## config.mk

```make
export PLATFORM = sky130hd
export DESIGN_NAME = seq_bit_serializer
export DESIGN_NICKNAME = d
export VERILOG_FILES = /design/src/rtl/seq_bit_serializer.sv
export SDC_FILE = /design/constraint.sdc
export NUM_CORES = 1
export LEC_CHECK = 0
export ABC_AREA = 1
export CAP_MARGIN = 20
export CORE_MARGIN = 1.5
export CORE_UTILIZATION = 45
export CTS_BUF_LIST = sky130_fd_sc_hd__clkbuf_8
export CTS_CLUSTER_SIZE = 8
export DETAILED_ROUTE_END_ITERATION = 10
export PLACE_DENSITY = 0.71
export REMOVE_ABC_BUFFERS = 1
export SYNTH_ARGS = -nofsm -noshare
export SYNTH_HDL_FRONTEND = slang
export SYNTH_SLANG_ARGS = --single-unit
```

## constraint.sdc

```tcl
create_clock -name clk -period 2.7 [get_ports clk]
set_input_delay 0.27 -clock clk [delete_from_list [all_inputs] [get_ports clk]]
set_output_delay 0.27 -clock clk [all_outputs]
set_load 0.02 [all_outputs]
```

## src/rtl/seq_bit_serializer.sv

```systemverilog
// Parallel-to-serial feeder for the sequence detector, valid/ready load side.
// Define SEQ_SER_MSB_FIRST_EN to send bit WIDTH-1 first instead of bit 0.
module seq_bit_serializer #(
    parameter int WIDTH = 16,
    parameter int CNT_W = 5
) (
    input  logic             clk,
    input  logic             rst,
    input  logic             load_valid,
    output logic             load_ready,
    input  logic [WIDTH-1:0] load_data,
    input  logic             ser_en,
    output logic             ser_out,
    output logic             ser_valid,
    output logic             frame_done,
    output logic             busy
);

    typedef enum logic {
        IDLE,
        SHIFT
    } state_t;

    localparam logic [CNT_W-1:0] LAST = CNT_W'(WIDTH - 1);

    state_t           state_q, state_d;
    logic [WIDTH-1:0] shreg_q, shreg_d;
    logic [CNT_W-1:0] cnt_q, cnt_d;
    logic             ser_out_q, ser_out_d;
    logic             done_q, done_d;

    logic             last_step;
    logic             accept;
    logic [WIDTH-1:0] shifted;
    logic             head_bit;

    // Handshake: accept when idle, or exactly as the last bit is consumed.
    always_comb begin
        last_step  = (state_q == SHIFT) && ser_en && (cnt_q == LAST);
        load_ready = (state_q == IDLE) || last_step;
        accept     = load_valid && load_ready;
    end

    // Next state, shift register, bit index and registered serial bit.
    always_comb begin
        state_d   = state_q;
        shreg_d   = shreg_q;
        cnt_d     = cnt_q;
        done_d    = 1'b0;
        ser_out_d = 1'b0;
`ifdef SEQ_SER_MSB_FIRST_EN
        shifted = shreg_q << 1;
`else
        shifted = shreg_q >> 1;
`endif
        if (accept) begin
            shreg_d = load_data;
            cnt_d   = '0;
            state_d = SHIFT;
            done_d  = last_step;
        end else if (state_q == SHIFT && ser_en) begin
            if (cnt_q == LAST) begin
                state_d = IDLE;
                done_d  = 1'b1;
            end else begin
                shreg_d = shifted;
                cnt_d   = cnt_q + CNT_W'(1);
            end
        end
`ifdef SEQ_SER_MSB_FIRST_EN
        head_bit = shreg_d[WIDTH-1];
`else
        head_bit = shreg_d[0];
`endif
        if (state_d == SHIFT) begin
            ser_out_d = head_bit;
        end
    end

    // State register; reset discards any partial frame.
    always_ff @(posedge clk or posedge rst) begin
        if (rst) begin
            state_q   <= IDLE;
            shreg_q   <= '0;
            cnt_q     <= '0;
            ser_out_q <= 1'b0;
            done_q    <= 1'b0;
        end else begin
            state_q   <= state_d;
            shreg_q   <= shreg_d;
            cnt_q     <= cnt_d;
            ser_out_q <= ser_out_d;
            done_q    <= done_d;
        end
    end

    // Outputs come straight from flops.
    always_comb begin
        ser_out    = ser_out_q;
        ser_valid  = (state_q == SHIFT);
        busy       = (state_q == SHIFT);
        frame_done = done_q;
    end

endmodule

```

==> impl_metrics.csv <==
group,metric,value,unit
placement,detailed_place.area,1559,um^2
status,outcome,"finished clean",
cts,clock_sink_count,24,
timing,finalClockSkew,0.005966,ns
cts,tritoncts,"done",
timing,worstMarginPinSlew,0.9068,ns
die,initial_utilization,47.50,%
pwr,totalPowerFinal,1.492,mW
timing,fin_setup_tns,0,ns
timing,final-hold-violation-count,0,
pwr,swShare,36.80,%
pwr,leakage_power_figure,0.8982,nW
pwr,power.sequential.fraction,40.3,%
cts,cts_setup_buffers,0,
pwr,ir_drop,0.6097,mV
synthesis,yosysUniqueCellTypes,23,
die,die_w,57.19,um
cts,path_clk_slew,0.09,ns
pwr,clock_power_share,20.7,%
cts,cts.root.buffer_cell,"sky130_fd_sc_hd__clkbuf_8",
placement,dp_hpwl,1.726,mm
placement,gp_congestion,0.8384,
pwr,power_frac_comb,39.0,%
synthesis,synth.cell_area,1321,um^2
timing,timing.max_slew.rel_slack,39.48,%
pwr,p_sw,0.5490,mW
route,avgViaCountPerCell,4.643,
die,io_pins,25,
grt,grt_first_pass_wirelength,4.505,mm
placement,io_buffer_count,24,
setup_path,timing.setup.critical_path_class,"reg2out",
cts,cts_max_level,1,
synthesis,yosysTopAreaCellShare,45.45,%
final_layout,diodes,0,
cts,cts_max_path_buffers,2,
grt,grt.total_usage,17.42,%
final_layout,area_delta_synth_final,23.39,%
pwr,internal-power,0.9430,mW
setup_path,endpoint_kind,"primary output",
final_layout,post_route_cells_drive_above_1_share,10.78,%
grt,grt.overflow.total,0,
setup_path,worstPathArrival,2.18,ns
grt,first_global_vias,1028,
route,antenna_violating_nets_post_route,0,
cts,cts-resized-gates,0,
final_layout,layout.cells.most_common,"sky130_fd_sc_hd__nand2_1",
setup_path,critPathRequiredTime,2.43,ns
setup_path,crit_path_start_kind,"flop",
synthesis,synth_top_cells_by_area,"sky130_fd_sc_hd__dfrtp_1 45%, sky130_fd_sc_hd__nand2_1 14%, sky130_fd_sc_hd__nor2_1 13%",
timing,grt_setup_unrepaired,"false",
synthesis,synth-seq-area-share,45.45,%
cts,hold_buffers,0,
grt,grt_start_max_net_pins,25,
route,wire_per_inst,10.61,um
cts,worstSkewPairLatency,0.26,ns
route,vias,1091,
synthesis,register_bit_count_reported_by_yosys,24,
die,area_of_the_core,2781,um^2
timing,upper_clock_frequency_limit,407.4,MHz
synthesis,syn_avg_cell_area,7.300,um^2
final_layout,post-route-util,58.61,%
synthesis,post_synth_inst_count,181,
final_layout,mostFrequentLayoutCells,"50 x sky130_fd_sc_hd__nand2_1, 47 x sky130_fd_sc_hd__nor2_1, 24 x sky130_fd_sc_hd__inv_1, 24 x sky130_fd_sc_hd__dfrtp_1, 24 x sky130_fd_sc_hd__clkdlybuf4s50_1",
timing,final-setup-viol-count,0,
die,std_cell_rows,19,
worst_hold_path,hold_path.class,"reg2reg",
grt,number_of_antenna_violations_at_the_first_check_in_global_routing,0,
timing,final_min_period_over_clock_period,90.92,%
pwr,cellPowerDensity,915.2,nW/um^2
job,max_cap_violations,0,
setup_path,maximum_fanout_encountered_on_the_critical_timing_path,4,
final_layout,net_count_reported_at_finish,228,
synthesis,yosys.area.top_type,"sky130_fd_sc_hd__dfrtp_1",
route,drc,0,
timing,period_needed,2.455,ns
route,route.final.wire_length,2.494,mm
route,first_drt_iteration_drcs,28,
die,floorplan.die.height,57.19,um
synthesis,synth-warning-count,0,
route,drt_pass1_iterations,4,
cts,tritoncts.num_buffers,3,
die,dieArea,3270,um^2
final_layout,finish.instance_area,1630,um^2
timing,final-max-slew-violation-count,0,
-- metrics by stage --
step,worst slack [ns],instances,hold WS [ns]
after floorplan,0.8657,176,0.2846
after global placement,0.5915,231,0.4620
after detailed placement,0.5299,231,0.4651
after CTS,0.2288,235,0.4940
after global routing,0.1271,235,0.5132
final,0.2451,235,0.4907
-- sequential cells by signal, indices dropped and copies added (netlist names) --
name / cells
shreg_q: 16
cnt_q: 5
busy: 1
frame_done: 1
ser_out: 1
-- cell usage after synthesis --
cell type and instances:
sky130_fd_sc_hd__nand2_1 50, sky130_fd_sc_hd__nor2_1 47, sky130_fd_sc_hd__dfrtp_1 24, sky130_fd_sc_hd__inv_1 24
sky130_fd_sc_hd__nand2_2 11, sky130_fd_sc_hd__ha_1 3, sky130_fd_sc_hd__nand3_1 3, sky130_fd_sc_hd__a21oi_1 2
sky130_fd_sc_hd__nor2_2 2, sky130_fd_sc_hd__nor2_4 2, sky130_fd_sc_hd__a21oi_2 1, sky130_fd_sc_hd__and3_1 1
sky130_fd_sc_hd__buf_1 1, sky130_fd_sc_hd__buf_4 1, sky130_fd_sc_hd__buf_6 1, sky130_fd_sc_hd__buf_8 1
sky130_fd_sc_hd__clkbuf_1 1, sky130_fd_sc_hd__inv_2 1, sky130_fd_sc_hd__nand2_4 1, sky130_fd_sc_hd__nand4_1 1
sky130_fd_sc_hd__o21ai_1 1, sky130_fd_sc_hd__xnor2_1 1, sky130_fd_sc_hd__xor2_1 1
-- worst paths after layout --
| check | start | cells past startpoint | slack [ns] | endpoint |
|---|---|---|---|---|
| worst max-delay path | cnt_q[0] | 6 | 0.25 | load_ready |
| max in group asynchronous | rst | 2 | 1.62 | shreg_q[14] |
| worst min register to register | shreg_q[13] | 2 | 0.49 | shreg_q[13] |
| worst max register to register | cnt_q[0] | 8 | 0.65 | shreg_q[11] |
| min in group asynchronous | rst | 2 | 0.52 | shreg_q[13] |
| worst min-delay path | shreg_q[13] | 2 | 0.49 | shreg_q[13] |
-- power groups by stage --
stage	Combinational (mW)	Clock [mW]	Sequential [mW]
2_1_floorplan	0.406	0	0.611
3_3_place_gp	0.567	0	0.602
3_5_place_dp	0.590	0	0.606
4_1_cts	0.594	0.320	0.601
5_1_grt	0.681	0.338	0.617
6_report	0.581	0.309	0.602
-- per-layer routing --
layer / up-vias / routed length, um / global-route usage, %
met5: - / 0 / 0
met4: 0 / 13 / 5.648
met3: 2 / 67 / 2.948
met2: 13 / 1258 / 29.06
met1: 506 / 1154 / 23.20
li1: 570 / - / -
-- cell families (layout without fill, tap and decap cells) --
family / Yosys count / in the layout / synth area share, %
and+or+nand+nor: 118 / 118 / 38.35
buffers and inverters: 30 / 53 / 10.23
DFF: 24 / 24 / 45.45
AOI/OAI and AO/OA: 4 / 4 / 1.799
adders and majority gates: 3 / 3 / 2.841
xor gates and xnor gates: 2 / 2 / 1.326
-- cell type report --
cell class / count / area (um^2)
fillers: 263 / 1151
flip-flops and latches: 24 / 600.6
multi-input cells: 127 / 585.6
repair buffers: 24 / 240.2
inverters: 25 / 93.84
clock buffers: 3 / 41.29
well taps: 31 / 38.79
clock inverters: 1 / 30.03
-- worst max-delay path: stages, from the launching register on --
cell and delay (ns):
sky130_fd_sc_hd__dfrtp_1 0.39, sky130_fd_sc_hd__ha_1 0.18, sky130_fd_sc_hd__and3_1 0.18, sky130_fd_sc_hd__ha_1 0.27
sky130_fd_sc_hd__nand3_1 0.14, sky130_fd_sc_hd__nand2_1 0.14, sky130_fd_sc_hd__clkdlybuf4s50_1 0.62
(Power assumes the default switching activity.)
==> patch 1 (same settings) <==
Add a define of `SEQ_SER_MSB_FIRST_EN`.
--- a/src/rtl/seq_bit_serializer.sv
+++ b/src/rtl/seq_bit_serializer.sv
@@ -1,4 +1,6 @@
 // Parallel-to-serial feeder for the sequence detector, valid/ready load side.
 // Define SEQ_SER_MSB_FIRST_EN to send bit WIDTH-1 first instead of bit 0.
+`define SEQ_SER_MSB_FIRST_EN
+
 module seq_bit_serializer #(
     parameter int WIDTH = 16,
Formal check against the unedited RTL: not equivalent (Yosys sat finds a counterexample within 4 cycles, from zero or initial values and one cycle with rst high).
==> patch 1 against the original RTL <==
  * First-iteration DRC count down 3.6%
  * Sequential cell count did not move
  * Area after synthesis grew 0.66%
  * Wire length down 1.2%
  * Sequential share of layout area is 0.17 points higher
  * Critical path depth is 1 higher
  * Combinational power hardly changed
  * Power is 4.7% lower
  * Via count up 2.7%
  * Register-to-register slack got worse by 0.05 ns
  * Cell area fell by 0.46%
  * Setup slack gained 0.0095 ns
  * Die area is 0.63% higher
  * Critical endpoint unchanged
  * Largest power group unchanged
  * Highest routed layer unchanged
==> patch 1: results (changes against the original RTL) <==
| Metric | Value |
|---|---|
| Outcome | `completed` |
| Worst Skew | `0.00259 ns (-0.00338 ns)` |
| Synthesis Warnings | `0 (unchanged)` |
| Number of distinct library cells after synthesis | `18 (-22%)` |
| Setup repair bufs after CTS | `0 (unchanged)` |
| Cell at the root of the clock tree | `clkbuf_8` |
| Destination of the critical timing path | `load_ready` |
| Leakage component of the power | `0.901 nW (+0.31%)` |
| Final-report setup violation count | `0 (unchanged)` |
| FF-to-FF End | `shreg_q[4]` |
| Setup slack of the worst register-to-register path | `0.60 ns (-0.05 ns)` |
| N_diodes | `0 (unchanged)` |
| Routed length per instance | `10.3 um (-2.9%)` |
| Starting DRC count in detailed routing | `27 (-3.6%)` |
| Vias in the first global route | `1033 (+0.49%)` |
| Critical path startpoint category | `register` |
| Startpoint of the most critical register-to-register path | `cnt_q[0]` |
| Commonest cells post-synth | `nand2_1 (71), inv_1 (28), nor2_1 (27)` |
| Clock tree buffer depth | `2 (unchanged)` |
| R2r worst-path depth | `9 (+1)` |
| Routability congestion estimate from global placement | `0.722 (-14%)` |
| Pin count of the biggest net entering global routing | `25 (unchanged)` |
| Clock buffers created by TritonCTS | `3 (unchanged)` |
| Fmax | `409 MHz (+0.39%)` |
| Synth Flop Type | `dfrtp_1` |
| Launch instance of the worst min-delay path | `shreg_q[1]` |
| Number of antenna violations at the first check in global routing | `0 (unchanged)` |
| Clock-pin slew of the registers on the worst-case setup and hold paths | `0.09 ns (about the same)` |
| Vias per cell | `4.69 (+0.94%)` |
| Async set-or-reset flop fraction in the synthesized netlist | `100% (unchanged)` |
| Leading post-synthesis cells by cell area | `dfrtp_1 (45%), nand2_1 (20%), inv_1 (7.9%)` |
| Highest cell delay on the worst timing path | `0.60 ns (-0.02 ns)` |
| First-pass GRT wire length | `4350 um (-3.5%)` |
| HPWL after detailed placement | `1730 um (+0.11%)` |
| Worst skew pair latency | `0.26 ns (about the same)` |
| Iteration count of the initial detailed-routing pass | `4 (unchanged)` |
| Registers with the most flip-flops | `shreg_q (16), cnt_q (5)` |
| Top fanout value on the critical path | `4 (unchanged)` |
| Part of the Yosys area used for sequential elements | `45.2% (-0.30 points)` |
| Post-CTS sizing | `0 (unchanged)` |
| Dpl ws | `0.553 ns (+0.0235 ns)` |
| Quantity of I/O buffers inserted on ports | `24 (unchanged)` |
| Maximum vdd drop | `0.468 mV (-23%)` |
| Global-route usage over all layers | `16.6% (-0.83 points)` |
| Fraction of layout instances using a drive strength above 1 | `7.69% (-3.1 points)` |
| Slew HR | `38.1% (-1.4 points)` |
| Number of nets at the end of the flow | `232 (+1.8%)` |
[patch 1: worst min-delay path by stage]
stage,to,cells past startpoint
after floorplan,busy,1
after global placement,shreg_q[0],2
after detailed placement,shreg_q[1],2
after CTS,shreg_q[1],2
after global routing,shreg_q[5],2
final,shreg_q[1],2
[patch 1: layer usage]
| layer | GRT usage [%] | part of all wire, % |
|---|---|---|
| met1 | 21.8 | 46 |
| met2 | 29.1 | 50 |
| met3 | 2.72 | 4.1 |
| met4 | 2.99 | 0.37 |
| met5 | 0 | 0 |
[patch 1: worst min-delay path: stages, from the launching register on]
cell	delay, ns
dfrtp_1	0.35
nand2_1	0.05
nand2_1	0.05
[patch 1: area by class of cell]
type / instances / area, um2
Multi-Input combinational cell: 126 / 576
Fill cell: 279 / 1160
Inverter: 30 / 113
Timing Repair Buffer: 24 / 240
Sequential cell: 24 / 601
Tap cell: 31 / 38.8
Clock buffer: 4 / 55.1
[patch 1: cells by family after synthesis]
kind of cell               after synthesis  share of synthesized area, %
AOI/OAI and AO/OA                        4                          1.98
xor gates and xnor gates                 1                         0.659
adders and majority gates                3                          2.82
buffers and inverters                   34                          11.6
DFF                                     24                          45.2
and+or+nand+nor                        118                          37.8
[patch 1: power breakdown]
part	switching (W)	total (W)	internal, W
clock	0.000116	0.000246	0.000130
sequential	0.0000899	0.000597	0.000507
combinational	0.000344	0.000579	0.000235
[patch 1: metrics by stage]
step                      std cells  total power, W  cell area, um2  hold slack (ns)
after global placement          235         0.00117            1570            0.455
after detailed placement        235         0.00119            1570            0.460
after floorplan                 180         0.00101            1290            0.285
after global routing            239         0.00155            1620            0.509
final                           239         0.00142            1620            0.479
after CTS                       239         0.00144            1620            0.480
==> patch 2 (same flow settings) <==
Without the edit above. One comparison of `cnt_q` changes from == to >=.
--- a/src/rtl/seq_bit_serializer.sv
+++ b/src/rtl/seq_bit_serializer.sv
@@ -60,5 +60,5 @@
             done_d  = last_step;
         end else if (state_q == SHIFT && ser_en) begin
-            if (cnt_q == LAST) begin
+            if (cnt_q >= LAST) begin
                 state_d = IDLE;
                 done_d  = 1'b1;
Check against the original RTL: no difference found for any inputs over 10 cycles, from zero or initial values and one cycle with rst high; that may be too few to reach the edited logic, so the function may still have changed.
==> patch 2 against the original RTL <==
  * Critical path depth is 1 higher
  * Count of clock-buffer cells in the layout rose by 1
  * Sequential cell count is the same
  * Wire length decreased by 5.3%
  * Area after synthesis is 11% lower
  * Setup slack gained 0.16 ns
  * Cell area is 9.9% lower
  * Power grew 0.84%
  * Largest power group is now combinational cells
  * Highest routed layer unchanged
==> patch 2: results (changes against the original RTL) <==
| Metric | Value |
|---|---|
| Outcome | `completed` |
| Launch instance of the worst min-delay path | `shreg_q[15]` |
| Hold Path Sink | `shreg_q[15]` |
| Routed wire length | `2360 um (-5.3%)` |
| Starting DRC count in detailed routing | `36 (+29%)` |
| Vias in the first global route | `942 (-8.4%)` |
| Part of the Yosys area used for sequential elements | `51.1% (+5.6 points)` |
| Worst Skew | `0.00239 ns (-0.00358 ns)` |
| Met1 wire length | `1080 um (-6.2%)` |
| Total placed cells including tap cells | `184 (-20%)` |
| Post-synthesis compound-gate area fraction | `3.62% (+1.8 points)` |
| Routability congestion estimate from global placement | `0.880 (+4.9%)` |
| Clk network pwr share | `16.5% (-4.2 points)` |
| Number of fillers in the final layout | `248 (-5.7%)` |
| Dpl ws | `0.694 ns (+0.164 ns)` |
| Gate power share | `41.9% (+2.9 points)` |
| Maximum vdd drop | `0.681 mV (+12%)` |
| Adder and majority gate portion of the synthesized area | `2.13% (-0.71 points)` |
| Crit path arrival time | `2.03 ns (-0.15 ns)` |
| First-pass GRT wire length | `4010 um (-11%)` |
| Setup slack of the worst register-to-register path | `0.88 ns (+0.23 ns)` |
| Routed length on met3 | `86 um (+28%)` |
| Non-filler cells, final | `188 (-20%)` |
| Worst Hold Slack | `0.478 ns (-0.0123 ns)` |
| Worst-Margin Slew | `0.904 ns (-0.00260 ns)` |
| R2r worst-path depth | `7 (-1)` |
| Total via count after detailed routing | `959 (-12%)` |
| Global-route usage over all layers | `19.4% (+2.0 points)` |
| Commonest cells post-synth | `nand3_1 (32), nand2_1 (25), dfrtp_1 (24)` |
| Routed wl met2 | `1150 um (-8.9%)` |
| Leakage component of the power | `0.696 nW (-23%)` |
| Highest cell delay on the worst timing path | `0.59 ns (-0.03 ns)` |
| Power dissipated in combinational cells | `0.000630 W (+8.4%)` |
| FF-to-FF End | `shreg_q[2]` |
| Fraction of layout instances using a drive strength above 1 | `13.9% (+3.1 points)` |
| HPWL after detailed placement | `1680 um (-2.5%)` |
patch 2: layer usage:
metal,vias to the layer above,track usage [%]
li1,483,-
met5,-,0
met3,5,2.78
met1,447,24.3
met4,0,10.8
met2,24,31.9
patch 2: worst max-delay path by stage:
stage               startpoint           to  slack, ns  cells past startpoint
floorplan             cnt_q[0]  shreg_q[11]        1.0                     11
global placement      cnt_q[0]   load_ready       0.75                      7
detailed placement    cnt_q[0]   load_ready       0.69                      7
CTS                   cnt_q[0]   load_ready       0.39                      7
global route          cnt_q[0]   load_ready       0.20                      7
finish                cnt_q[0]   load_ready       0.40                      7
patch 2: area by class of cell:
type,instances,area [um2],area share (%)
Multi-Input combinational cell,91,477,32.5
Inverter,15,58.8,4.00
Tap cell,30,37.5,2.56
Clock buffer,4,55.1,3.75
Timing Repair Buffer,24,240,16.4
Sequential cell,24,601,40.9
